### src/rtl/seq_subtractor.sv
// seq_subtractor: multi-cycle A - B - BIN, DIGIT bits per clock, LSB slice first.
// A DIGIT-wide ripple of borrow cells handles one slice per cycle. A borrow
// register carries the borrow between slices.
`timescale 1ns/1ps

// One full-subtractor bit: difference and borrow-out.
module seq_sub_cell (
  input  logic i_x,
  input  logic i_y,
  input  logic i_br,
  output logic o_d,
  output logic o_bo
);
  assign o_d  = i_x ^ i_y ^ i_br;
  assign o_bo = (~i_x & i_y) | (~(i_x ^ i_y) & i_br);
endmodule

module seq_subtractor #(
  parameter int WIDTH = 16,
  parameter int DIGIT = 4
) (
  input  logic             i_clk,
  input  logic             i_rst,
  input  logic             i_start,
  input  logic [WIDTH-1:0] i_a,
  input  logic [WIDTH-1:0] i_b,
  input  logic             i_bin,
  output logic             o_busy,
  output logic             o_done,
  output logic [WIDTH-1:0] o_diff,
  output logic             o_bout,
  output logic             o_ovf,
  output logic             o_zero
);
  localparam int N  = WIDTH / DIGIT;
  localparam int CW = (N > 1) ? $clog2(N) : 1;

  // Stop elaboration on a slice width that cannot tile the operand.
  if (DIGIT < 1 || DIGIT > WIDTH || (WIDTH % DIGIT) != 0) begin : g_bad_param
    $error("seq_subtractor: DIGIT must divide WIDTH and lie in 1..WIDTH");
  end

  typedef enum logic [1:0] {S_IDLE, S_RUN, S_DONE} state_t;

  typedef struct packed {
    logic [WIDTH-1:0] diff;
    logic             bout;
    logic             ovf;
    logic             zero;
  } res_t;

  state_t           r_state;
  logic [WIDTH-1:0] r_a, r_b;     // operands, shifted right one slice per cycle
  logic [WIDTH-1:0] r_part;       // finished slices, filled from the top down
  logic             r_br;         // borrow into the current slice
  logic [CW-1:0]    r_cnt;
  logic             r_amsb, r_bmsb;
  logic             r_busy, r_done;
  res_t             r_res;

  logic [DIGIT:0]         w_br;
  logic [DIGIT-1:0]       w_d;
  logic [WIDTH+DIGIT-1:0] w_cat;
  logic [WIDTH-1:0]       w_part_next;
  logic                   w_last;
  logic                   w_unused_lsb;
  res_t                   w_res_next;

  // Borrow ripple across the current slice.
  assign w_br[0] = r_br;
  for (genvar j = 0; j < DIGIT; j++) begin : g_cell
    seq_sub_cell u_cell (
      .i_x  (r_a[j]),
      .i_y  (r_b[j]),
      .i_br (w_br[j]),
      .o_d  (w_d[j]),
      .o_bo (w_br[j+1])
    );
  end

  // New slice enters at the top; after N slices slice 0 sits at the LSBs.
  assign w_cat        = {w_d, r_part};
  assign w_part_next  = w_cat[WIDTH+DIGIT-1:DIGIT];
  assign w_unused_lsb = ^w_cat[DIGIT-1:0];
  assign w_last       = (r_cnt == CW'(N - 1));

  // Result flags computed from the completed difference and latched operand MSBs.
  always_comb begin
    w_res_next      = '0;
    w_res_next.diff = w_part_next;
    w_res_next.bout = w_br[DIGIT];
    w_res_next.ovf  = (r_amsb ^ r_bmsb) & (w_part_next[WIDTH-1] ^ r_amsb);
    w_res_next.zero = (w_part_next == '0);
  end

  // Control FSM and datapath; DONE accepts a new start exactly like IDLE.
  always_ff @(posedge i_clk or posedge i_rst) begin
    if (i_rst) begin
      r_state <= S_IDLE;
      r_a     <= '0;
      r_b     <= '0;
      r_part  <= '0;
      r_br    <= 1'b0;
      r_cnt   <= '0;
      r_amsb  <= 1'b0;
      r_bmsb  <= 1'b0;
      r_busy  <= 1'b0;
      r_done  <= 1'b0;
      r_res   <= '0;
    end else begin
      r_done <= 1'b0;
      case (r_state)
        S_RUN: begin
          r_a    <= r_a >> DIGIT;
          r_b    <= r_b >> DIGIT;
          r_part <= w_part_next;
          r_br   <= w_br[DIGIT];
          r_cnt  <= r_cnt + CW'(1);
          if (w_last) begin
            r_state <= S_DONE;
            r_busy  <= 1'b0;
            r_done  <= 1'b1;
            r_res   <= w_res_next;
          end
        end
        default: begin
          if (i_start) begin
            r_a     <= i_a;
            r_b     <= i_b;
            r_br    <= i_bin;
            r_amsb  <= i_a[WIDTH-1];
            r_bmsb  <= i_b[WIDTH-1];
            r_cnt   <= '0;
            r_state <= S_RUN;
            r_busy  <= 1'b1;
          end else begin
            r_state <= S_IDLE;
          end
        end
      endcase
    end
  end

  assign o_busy = r_busy;
  assign o_done = r_done;
  assign o_diff = r_res.diff;
  assign o_bout = r_res.bout;
  assign o_ovf  = r_res.ovf;
  assign o_zero = r_res.zero;
endmodule

### config.mk
export PLATFORM = sky130hd
export DESIGN_NAME = seq_subtractor
export DESIGN_NICKNAME = d
export VERILOG_FILES = /design/src/rtl/seq_subtractor.sv
export SDC_FILE = /design/constraint.sdc
export NUM_CORES = 1
export LEC_CHECK = 0
export ABC_AREA = 0
export BUFFER_PORTS_ARGS = -buffer_cell sky130_fd_sc_hd__buf_2
export CORE_MARGIN = 2
export CORE_UTILIZATION = 50
export DETAILED_ROUTE_END_ITERATION = 16
export PLACE_DENSITY = 0.71
export SYNTH_ARGS = -nofsm -noshare
export SYNTH_HDL_FRONTEND = slang
export SYNTH_HIERARCHICAL = 1
export SYNTH_SLANG_ARGS = --single-unit
### constraint.sdc
create_clock -name i_clk -period 5.7 [get_ports i_clk]
set_clock_uncertainty 0.1 [all_clocks]
set_input_delay 0.285 -clock i_clk [delete_from_list [all_inputs] [get_ports i_clk]]
set_output_delay 0.285 -clock i_clk [all_outputs]
set_load 0.02 [all_outputs]
==> results.sh <==
export IMPL_worstPathMaxFanout=5
export IMPL_syn_nets=318
export IMPL_route_antenna_remaining_nets=0
export IMPL_io_pins=57
export IMPL_crit_top_cell="inv_1"
export IMPL_hold_end="r_a[14]"
export IMPL_wirelength_um=5590
export IMPL_post_dp_hpwl_um=3850
export IMPL_status="completed"
export IMPL_worstMarginPinSlew_ps=1010
export IMPL_synth_top_area_cell="dfrtp_1"
export IMPL_post_cts_buffers=0
export IMPL_r2r_end="o_zero"
export IMPL_max_stage_delay_ps=510
export IMPL_areaGrowthSynthToFinish_pct=15.0
export IMPL_drv_cap=0
export IMPL_hp_start="i_a[14]"
export IMPL_setup_viol_count_final=0
export IMPL_rows=28
export IMPL_reg2regPathDepth=13
export IMPL_synth_avg_cell_area_um2=11.4
export IMPL_finalSetupTns_ps=0
export IMPL_r2r_slack_ps=2740
export IMPL_hold_class="input pin to flop"
export IMPL_grt_pass1_vias=2019
export IMPL_grt_overflow=0
export IMPL_seq_area_frac_synth_pct=57.2
export IMPL_ctsHoldBuffers=0
export IMPL_finalWorstSetupSlack_ps=2740
export IMPL_grt_start_max_net_pins=73
export IMPL_cp_num_buf_inv=6
export IMPL_layout_common_cells="72 x dfrtp_1, 65 x nand2_1, 56 x buf_2, 33 x mux2i_1, 28 x o21ai_0"
export IMPL_clockBufferDepth=2
export IMPL_gp_congestion=0.739
export IMPL_syn_cell_area_mm2=0.00315
export IMPL_clock_sinks=72
export IMPL_rsz0062_at_grt="false"
export IMPL_synth_top_area_share_pct=57.2
export IMPL_die_h_um=83.3
export IMPL_grtUsageTotal_pct=17.2
export IMPL_die_area_mm2=0.00695
export IMPL_clk_pin_slew_ps=70
export IMPL_final_max_slew_viol_count=0
export IMPL_ys_types=22
export IMPL_final_common_cell="dfrtp_1"
export IMPL_io_buffers=56
export IMPL_vdd_ir_drop_max_mv=0.296
export IMPL_core_area_mm2=0.00599
export IMPL_powerDensity_mw_per_mm2=568
export IMPL_yosysWarnings=6
export IMPL_drive_gt1_share_pct=28.3
export IMPL_nets=372
export IMPL_synth_area_leaders="dfrtp_1 57%, mux2i_1 10%, nand2_1 7.8%"
export IMPL_dieWidth_um=83.3
export IMPL_first_pass_iters=4
export IMPL_fmax_mhz=338
export IMPL_viasPerCell=5.08
export IMPL_antenna_cells=0
export IMPL_clk_latency_ps=340
export IMPL_drt_iter0_markers=121
export IMPL_initial_utilization_pct=52.5
export IMPL_hold_viol_final=0
export IMPL_cts_tree="yes"
export IMPL_drc=0
export IMPL_cts_buffers=9
export IMPL_path_class="flop to flop"
export IMPL_cp_end_kind="flop"
export IMPL_wl_per_cell_um=13.6
export IMPL_cts_root_buffer="clkbuf_8"
export IMPL_ys_seq_elements=72
export IMPL_start_kind="flop"
export IMPL_whs_ps=90.7
export IMPL_ctsResizeCount=0
export IMPL_htreeDepth=3
export IMPL_power_uw=2060
export IMPL_antenna_found_initial=0
export IMPL_postSynthCellCount=277
export IMPL_dp_slack_ps=2710
export IMPL_r2r_start="r_a[0]"
export IMPL_path_delay_family="adder cells"
export IMPL_critPathSlowestCell="fa_1"
export IMPL_final_core_util_pct=60.4
export IMPL_min_period_ps=2960
export IMPL_final_period_utilization_pct=51.9
export IMPL_min_delay_path_depth=3
export IMPL_slew_headroom_pct=32.6
export IMPL_path_cells="fa_1 -> inv_1 -> inv_1 -> fa_1 -> inv_1 -> inv_1 -> fa_1 -> inv_1 -> inv_1 -> fa_1 -> nor4_1 -> nand4_1 -> o21ai_0"
export IMPL_required_ps=5860
export IMPL_critical_path_arrival_ps=3120
export IMPL_startpoint="r_a[0]"
export IMPL_p_leak_uw=0.00189
export IMPL_vias=2089
export IMPL_grt_pass1_wl_um=9420
## how the worst max path moves through the flow
stage | end | cells after the start | slack, ps
floorplan | o_zero | 13 | 2910
global placement | o_zero | 13 | 2820
detailed placement | o_zero | 13 | 2710
CTS | o_zero | 13 | 2710
global route | o_zero | 13 | 2490
finish | o_zero | 13 | 2740
## cells by family after synthesis
family,Yosys count,share of synthesized area (%)
compound gates,30,4.77
buf+inv,30,5.44
fa+ha+maj,5,2.94
mux,53,17.6
simple gates,87,12.0
flops,72,57.2
## Yosys cell counts, drive strengths merged
cell and number:
a21oi 2, buf 13, clkbuf 2, dfrtp 72
fa 4, ha 1, inv 15, mux2 20
mux2i 33, nand2 65, nand2b 2, nand3b 1
nand4 1, nor2 11, nor2b 2, nor3b 1
nor4 4, o21ai 28
## per-stage QoR
stage	std cells	area (µm²)
6_report	411	3620
5_1_grt	411	3620
4_1_cts	411	3620
3_5_place_dp	395	3420
3_3_place_gp	395	3420
2_1_floorplan	277	3150
## routing by layer
layer  wire, µm  track usage, %  share of wire (%)
met3        289            6.06                5.2
met5          0               0                  0
met1       2580            22.7                 46
met2       2680            26.7                 48
met4         44            5.37               0.79
## state kept, by name, summed over array words and instances (netlist names)
register,count
r_br,1
r_part,12
r_cnt,2
r_amsb,1
o_busy,1
r_bmsb,1
r_state,2
r_a,16
o_done,1
o_bout,1
o_diff,16
r_b,16
o_zero,1
o_ovf,1
## worst min-delay path: stages
cell	delay, ps
buf_2	70
mux2i_1	50
nor2_1	80
## power breakdown
| part | total, µW | internal (µW) | switching (µW) |
|---|---|---|---|
| clock | 404 | 225 | 179 |
| sequential | 879 | 737 | 142 |
| combinational | 775 | 320 | 455 |
## cell type report
type                       instances  area [µm²]
timing repair buffer              58         295
multi-input combinational        175        1170
tap                               75        93.8
fill                             497        2370
sequential                        72        1800
clock inverter                     3        40.0
clock buffer                      13         159
inverter                          15        56.3
No activity file was read; power rests on OpenSTA's default activity.
